--- src/rtl/sram_stream_loader.sv ---
// Byte-stream boot loader: packs bytes little-endian into NB_COL-byte words and
// writes them to a byte-write SRAM from BASE_ADDR. Optional readback check: LOADER_VERIFY_EN.
module sram_stream_loader #(
   parameter int unsigned NB_COL     = 4,
   parameter int unsigned COL_WIDTH  = 8,
   parameter int unsigned ADDR_WIDTH = 13,
   parameter int unsigned BASE_ADDR  = 0
) (
   input  logic                          clk,
   input  logic                          rst_n,
   input  logic                          start,
   input  logic [COL_WIDTH-1:0]          s_data,
   input  logic                          s_valid,
   input  logic                          s_last,
   output logic                          s_ready,
   output logic [ADDR_WIDTH-1:0]         sram_addr,
   output logic [NB_COL*COL_WIDTH-1:0]   sram_din,
   output logic [NB_COL-1:0]             sram_we,
   output logic                          sram_en,
   output logic                          busy,
   output logic                          done,
   output logic                          error,
   output logic [ADDR_WIDTH:0]           word_count,
   output logic [15:0]                   checksum
`ifdef LOADER_VERIFY_EN
   ,
   input  logic [NB_COL*COL_WIDTH-1:0]   sram_dout,
   output logic                          verify_ok,
   output logic                          verify_fail
`endif
);

   localparam int unsigned DW = NB_COL * COL_WIDTH;
   localparam int unsigned LW = (NB_COL > 1) ? $clog2(NB_COL) : 1;
   localparam int unsigned CW = ADDR_WIDTH + 1;
   localparam logic [ADDR_WIDTH-1:0] BASE     = ADDR_WIDTH'(BASE_ADDR);
   localparam logic [ADDR_WIDTH-1:0] ADDR_MAX = '1;

   typedef enum logic [2:0] {S_IDLE, S_RECV, S_WRITE, S_DONE, S_ERR, S_VERIFY} state_t;

   state_t                state;
   logic [DW-1:0]         pack, pack_nxt;
   logic [NB_COL-1:0]     fill, fill_nxt;
   logic [LW-1:0]         lane;
   logic [ADDR_WIDTH-1:0] waddr;
   logic                  last_seen;
   logic                  hs_c, word_end_c;

`ifdef LOADER_VERIFY_EN
   logic [NB_COL-1:0] last_mask;
   logic [CW-1:0]     rd_iss, rd_rsp;
   logic              rd_pend;
   logic [15:0]       vsum, rsp_sum_c, vsum_final_c;

   // Byte sum over the lanes that were actually written
   function automatic logic [15:0] lane_sum(input logic [DW-1:0] w, input logic [NB_COL-1:0] m);
      logic [15:0] s;
      s = '0;
      for (int i = 0; i < NB_COL; i++)
         if (m[i]) s = s + 16'(w[i*COL_WIDTH +: COL_WIDTH]);
      return s;
   endfunction

   always_comb begin
      rsp_sum_c    = lane_sum(sram_dout, (rd_rsp == word_count - CW'(1)) ? last_mask : '1);
      vsum_final_c = vsum + rsp_sum_c;
   end
`endif

   // Next pack/fill values for the byte being accepted this cycle
   always_comb begin
      hs_c       = s_valid && s_ready && (state == S_RECV);
      word_end_c = (lane == LW'(NB_COL - 1)) || s_last;
      pack_nxt   = pack;
      pack_nxt[32'(lane)*COL_WIDTH +: COL_WIDTH] = s_data;
      fill_nxt   = fill | (NB_COL'(1) << lane);
   end

   always_ff @(posedge clk or negedge rst_n) begin
      if (!rst_n) begin
         state      <= S_IDLE;
         pack       <= '0;
         fill       <= '0;
         lane       <= '0;
         waddr      <= '0;
         last_seen  <= 1'b0;
         s_ready    <= 1'b0;
         sram_addr  <= '0;
         sram_din   <= '0;
         sram_we    <= '0;
         sram_en    <= 1'b0;
         busy       <= 1'b0;
         done       <= 1'b0;
         error      <= 1'b0;
         word_count <= '0;
         checksum   <= '0;
`ifdef LOADER_VERIFY_EN
         last_mask   <= '0;
         rd_iss      <= '0;
         rd_rsp      <= '0;
         rd_pend     <= 1'b0;
         vsum        <= '0;
         verify_ok   <= 1'b0;
         verify_fail <= 1'b0;
`endif
      end else begin
         done <= 1'b0;
         case (state)
            S_IDLE: begin
               if (start) begin
                  word_count <= '0;
                  checksum   <= '0;
                  error      <= 1'b0;
                  pack       <= '0;
                  fill       <= '0;
                  lane       <= '0;
                  last_seen  <= 1'b0;
                  waddr      <= BASE;
                  busy       <= 1'b1;
                  s_ready    <= 1'b1;
                  state      <= S_RECV;
`ifdef LOADER_VERIFY_EN
                  verify_ok   <= 1'b0;
                  verify_fail <= 1'b0;
                  rd_pend     <= 1'b0;
`endif
               end
            end
            S_RECV: begin
               if (hs_c) begin
                  pack     <= pack_nxt;
                  fill     <= fill_nxt;
                  lane     <= lane + LW'(1);
                  checksum <= checksum + 16'(s_data);
                  if (s_last) last_seen <= 1'b1;
                  // Write strobe registered so it lands the cycle after the completing byte
                  if (word_end_c) begin
                     s_ready   <= 1'b0;
                     sram_en   <= 1'b1;
                     sram_we   <= fill_nxt;
                     sram_din  <= pack_nxt;
                     sram_addr <= waddr;
                     state     <= S_WRITE;
                  end
               end
            end
            S_WRITE: begin
               sram_en    <= 1'b0;
               sram_we    <= '0;
               word_count <= word_count + CW'(1);
               pack       <= '0;
               fill       <= '0;
               lane       <= '0;
               if (last_seen) begin
`ifdef LOADER_VERIFY_EN
                  last_mask <= fill;
                  sram_en   <= 1'b1;
                  sram_addr <= BASE;
                  rd_iss    <= CW'(1);
                  rd_rsp    <= '0;
                  rd_pend   <= 1'b0;
                  vsum      <= '0;
                  state     <= S_VERIFY;
`else
                  done  <= 1'b1;
                  busy  <= 1'b0;
                  state <= S_DONE;
`endif
               end else if (waddr == ADDR_MAX) begin
                  error <= 1'b1;
                  busy  <= 1'b0;
                  state <= S_ERR;
               end else begin
                  waddr   <= waddr + ADDR_WIDTH'(1);
                  s_ready <= 1'b1;
                  state   <= S_RECV;
               end
            end
`ifdef LOADER_VERIFY_EN
            S_VERIFY: begin
               // Reads are pipelined: one issued per cycle, data returns a cycle later
               rd_pend <= sram_en;
               if (rd_iss < word_count) begin
                  sram_addr <= sram_addr + ADDR_WIDTH'(1);
                  rd_iss    <= rd_iss + CW'(1);
               end else begin
                  sram_en <= 1'b0;
               end
               if (rd_pend) begin
                  vsum   <= vsum_final_c;
                  rd_rsp <= rd_rsp + CW'(1);
                  if (rd_rsp == word_count - CW'(1)) begin
                     verify_ok   <= (vsum_final_c == checksum);
                     verify_fail <= (vsum_final_c != checksum);
                     done        <= 1'b1;
                     busy        <= 1'b0;
                     state       <= S_DONE;
                  end
               end
            end
`endif
            S_DONE:  state <= S_IDLE;
            S_ERR:   state <= S_IDLE;
            default: state <= S_IDLE;
         endcase
      end
   end

endmodule

--- config.mk ---
export PLATFORM = sky130hd
export DESIGN_NAME = sram_stream_loader
export DESIGN_NICKNAME = d
export VERILOG_FILES = /design/src/rtl/sram_stream_loader.sv
export SDC_FILE = /design/constraint.sdc
export NUM_CORES = 1
export LEC_CHECK = 0
export BUFFER_PORTS_ARGS = -buffer_cell sky130_fd_sc_hd__buf_4
export CAP_MARGIN = 20
export CORE_MARGIN = 2
export CORE_UTILIZATION = 40
export DETAILED_ROUTE_END_ITERATION = 8
export PLACE_DENSITY_LB_ADDON = 0.3
export SLEW_MARGIN = 25
export SYNTH_ARGS = -nofsm -noshare
export SYNTH_HDL_FRONTEND = slang
export SYNTH_SLANG_ARGS = --single-unit
--- constraint.sdc ---
create_clock -name clk -period 2.4 [get_ports clk]
set_input_delay 0.36 -clock clk [delete_from_list [all_inputs] [get_ports clk]]
set_output_delay 0.36 -clock clk [all_outputs]
set_load 0.01 [all_outputs]
Word level (Yosys, flattened, before mapping):

Index checks and enable logic that the tools add are counted.

* register bits: 139
* input port bits: 13

* add/sub/neg operators: 5
* equal/unequal tests: 12
* shifts and indexed selects: 3
* mux-type cells: 49
* bitwise logic cells: 1
* reductions and logical operators: 19

Operator list (count)
* one-hot mux 32 bit (3 select lines): 1
* 2-to-1 mux 32 bit: 2
* 2-to-1 mux 13 bit: 3
* negation 5 -> 34 bit: 1
* variable shift 8 x 34 -> 32 bit (first input constant): 1
* indexed part select 8 x 34 -> 32 bit: 1
* bitwise mux 32 bit: 1
* 2-to-1 mux 16 bit: 2
* one-hot mux 16 bit (2 select lines): 1
* one-hot mux 14 bit (2 select lines): 1
* one-hot mux 13 bit (2 select lines): 1
* AND reduction 3 bit: 6
* adder 16 x 8 -> 16 bit: 1
* 2-to-1 mux 1 bit: 16
* 2-to-1 mux 4 bit: 4
* 2-to-1 mux 3 bit: 5
* adder 14 x 1 -> 14 bit (second input constant): 1
* 2-to-1 mux 14 bit: 1
* inequality test 2 bit (second input constant): 7
* adder 13 x 1 -> 13 bit (second input constant): 1
* equality test 13 bit (second input constant): 1
* one-hot mux 4 bit (3 select lines): 1
* AND reduction 4 bit: 3
* one-hot mux 3 bit (3 select lines): 1
* other kinds (19): 26

Longest topological paths before layout:

* depth in word-level cells: 5
* gate-level depth with buffers: 9
* depth with buffers taken out: 8

Worst setup path after synthesis:

Ideal clock, no wire load.

* path kind: input to register
* start point: input port s_data[1]
* end point: register checksum[10]
* setup time: 78 ps
* arrival: 2191 ps
* required time: 2322 ps
* path slack: 131 ps
* cell stages on the path: 8
* buffers on the path: 1
* cells stage by stage: clkbuf_1 inv_1 fa_1 nand2b_1 a211oi_1 o211ai_2 or3_1 a21oi_1

* longest elaborated chain between the ends: 3

RTL lines
* start, declared: line 12 `input logic [COL_WIDTH-1:0] s_data,`
* adder 16 x 8 -> 16 bit: line 134 `checksum <= checksum + 16'(s_data);`
* 2-to-1 mux 16 bit: line 130 `if (hs_c) begin`
* one-hot mux 16 bit (2 select lines): line 108 `case (state)`
* end signal, assigned: line 134
* end, declared: line 24 `output logic [15:0] checksum`

No other way between the ends. The select of a mux whose other input is x is not followed.
A chain may end at the register's enable or synchronous reset.

Final worst setup path:

* start point: register checksum[0]
* end point: register checksum[12]

* longest elaborated chain between the ends: 3

RTL lines (line)
* adder 16 x 8 -> 16 bit: 134
* 2-to-1 mux 16 bit: 130
* one-hot mux 16 bit (2 select lines): 108

No other way between the ends. The select of a mux whose other input is x is not followed.

==> results.toml <==
[clocking]
tritoncts = "done"
post_cts_buffers = 0
clock_latency_ns = 0.42
ctsHtreeMaxLevel = 4
cts_buffers = 17
path_clk_slew_ns = 0.06
cts_root_buf = "clkbuf_16"
cts.sinks = 139
clockBufferDepth = 2

[die]
io_pins = 97
dieHeight_um = 131
rows = 46
dieWidth_um = 131
initial_core_util = 0.408
core_um2 = 15900
design.die.area_um2 = 17300

[status]
status = "complete, no violations"

[sta]
rsz0062_at_grt = "yes"
fmax_ghz = 0.451
layout_setup_ws_ns = 0.181
hold_viol_final = 0
period_minus_slack_ns = 2.22
maxSlewViolCount = 0
finClkSkew_ns = 0.00750
fin_crit_sh = 0.925
slew_headroom = 0.572
finalSetupViolCount = 0
worstMarginPinSlew_ns = 0.638

[route]
drt_pass1_iterations = 5
drt-wirelength-per-cell_um = 17.2
wl_met1_mm = 7.41
dr_wl_met2_mm = 8.24
dr.first_iter.drc_count = 361
drc = 0
viasPerCell = 5.48
highest-signal-layer = "met4"
routed-wl-met3_um = 822
ant_nets = 0
wl_mm = 16.7
dr_total_vias = 5325

[synth]
yosys.area.top_type_share = 0.536
yosys_warnings = 0
synth-async-reset-ratio = 1.00
post_synth_num_cell_types = 58
syn_nets = 664
syn_area_um2 = 6490
synth.most_common_cell = "dfrtp_1"
synthTopCellsByArea = "dfrtp_1 54%, nor2_1 5.7%, a22o_1 4.7%"
ys.flop_type = "dfrtp_1"
synthTopCellsByCount = "139 x dfrtp_1, 99 x nor2_1, 70 x nand2_1"
syn_inst = 634
avgSynthCellArea_um2 = 10.2
ys_ff_latch = 139
synth_edf_count = 0
synth_area_leader_cell = "dfrtp_1"
yosysSeqAreaShare = 0.536

[global_routing]
grt_pass1_vias = 5294
gr-total-overflow = 0
antenna_found_initial = 0
grt_usage = 0.200
grt_pass1_wl_mm = 27.9
grt_max_degree = 51

[power]
leakagePower_nw = 3.86
seqPwrFrac = 0.359
power_switching_mw = 3.21
irDropWorstVdd_v = 0.000578
pwr-share-clk = 0.301
p_per_area_nw_per_um2 = 1130
sw_frac_of_total = 0.350
intPower_mw = 5.98
pwr-share-comb = 0.340

[setup_path]
critPathRequiredTime_ns = 2.75
reg2reg_depth = 8
crit_path_start_kind = "flip-flop"
rrSetupSlack_ns = 0.18
arrival_ns = 2.57
critPathMaxFanout = 4
critPathKind = "flip-flop to flip-flop"
critPathSlowestCell = "fa_1"
r2r-end = "checksum[12]$_DFFE_PN0P_"
rr_startpoint = "checksum[0]$_DFFE_PN0P_"
slowest_delay_ns = 0.40
cp_cell_sequence = "ha_2 -> inv_1 -> fa_1 -> nand2b_4 -> a211oi_2 -> o211ai_2 -> or3_1 -> a21oi_2"
end_kind = "flip-flop"

[hold_path]
min_path_type = "input port to flip-flop"
hold_depth = 2
hold_end = "pack[20]$_DFFE_PN0P_"
hp-start = "s_data[4]"

[finish]
layout-drive-gt1-share = 0.232
final_nets = 772
fillers = 1472
finalNonFillerCells = 971
n_antenna_cell = 0
area_delta_synth_final_pct = 25.7
fin_util = 0.513
finalInstanceArea_um2 = 8150

[placement]
gp_congestion = 0.845
placed_cells = 938
pre_cts_slack_ns = 0.0342
place_area_um2 = 7500
io_buffers = 96
dp_hpwl_mm = 11.7

[flow_run]
drv_cap = 0
[worst max path at each step]
stage	slack, ns	to	startpoint	cells past startpoint
final	0.18	checksum[12]$_DFFE_PN0P_	checksum[0]$_DFFE_PN0P_	8
after global routing	-0.007	checksum[12]$_DFFE_PN0P_	checksum[0]$_DFFE_PN0P_	8
after CTS	0.04	checksum[12]$_DFFE_PN0P_	checksum[0]$_DFFE_PN0P_	8
after detailed placement	0.03	checksum[12]$_DFFE_PN0P_	s_data[0]	9
after global placement	0.15	checksum[10]$_DFFE_PN0P_	s_data[0]	9
after floorplan	0.13	checksum[10]$_DFFE_PN0P_	s_data[1]	8
[worst max-delay path, delay by kind of cell, from the launching register on]
kind / cells / cell delay (ns)
adders and majority gates: 2 / 0.61
AOI/OAI and AO/OA: 3 / 0.57
and+or+nand+nor: 2 / 0.52
DFF: 1 / 0.38
buffers and inverters: 1 / 0.07
[placed cells by master (no fill, tap or decap), types with 7 or more instances in the layout]
cell / instances
a22o_1: 35
mux2i_1: 7
nor3_1: 9
buf_4: 118
ha_1: 15
a21oi_1: 25
dfrtp_1: 139
inv_1: 15
nand2_1: 70
and3_1: 8
o21ai_0: 27
a221oi_1: 29
nor2_1: 99
nand3_1: 13
xnor2_1: 13
clkbuf_16: 17
a31oi_1: 7
[flip-flops by register name, summed over array words and instances, names as in the netlist, 2 cells and up]
signal and flops:
pack 32, sram_din 32, checksum 16, word_count 14
sram_addr 13, waddr 13, fill 4, sram_we 4
state 3, lane 2
[timing repair]
| item | in CTS | in global routing |
|---|---|---|
| gates resized for setup | 0 | 5 |
| hold endpoints to repair | 47 | 0 |
| hold buffers | 1 | 0 |
| setup endpoints to repair | 0 | 5 |
[logic make-up (layout without fill, tap and decap cells)]
family                   count (synthesis)  in the layout  share of synthesized area
AO/OA/AOI/OAI                          155            155                      0.173
XOR/XNOR                                16             16                     0.0216
adder cells (fa/ha/maj)                 17             17                     0.0339
buffers and inverters                   50            171                     0.0378
flip-flops                             139            139                      0.536
multiplexers                             9              9                     0.0143
AND/OR/NAND/NOR                        248            248                      0.183
[cell type report]
type	instances	area, um^2	share of cell area
clock buffers	18	429	0.0526
clock inverters	14	198	0.0242
inverters	18	67.6	0.00829
multi-input cells	445	2780	0.341
flip-flops and latches	139	3480	0.427
well taps	216	270	0.0331
repair buffers	121	927	0.114
[layer usage]
layer / up-vias / global-route usage
met4: 0 / 0.0694
met1: 2677 / 0.262
li1: 2481 / -
met2: 143 / 0.327
met3: 24 / 0.0490
met5: - / 0
[power by group through the flow]
stage                     Combinational (mW)  Sequential, mW  Clock [mW]
after floorplan                         1.65            3.46           0
after global placement                  3.05            3.30           0
after detailed placement                3.13            3.32           0
after CTS                               3.15            3.30        2.82
after global routing                    3.47            3.37        2.95
final                                   3.13            3.30        2.76
[stage by stage]
stage	hold WS [ns]	total power [mW]	TNS (ns)
detailed placement	0.329	6.45	0
global route	0.268	9.80	-0.00747
finish	0.279	9.19	0
floorplan	0.0644	5.11	0
CTS	0.262	9.26	0
global placement	0.324	6.35	0
Power figures use the tool's default switching activity.
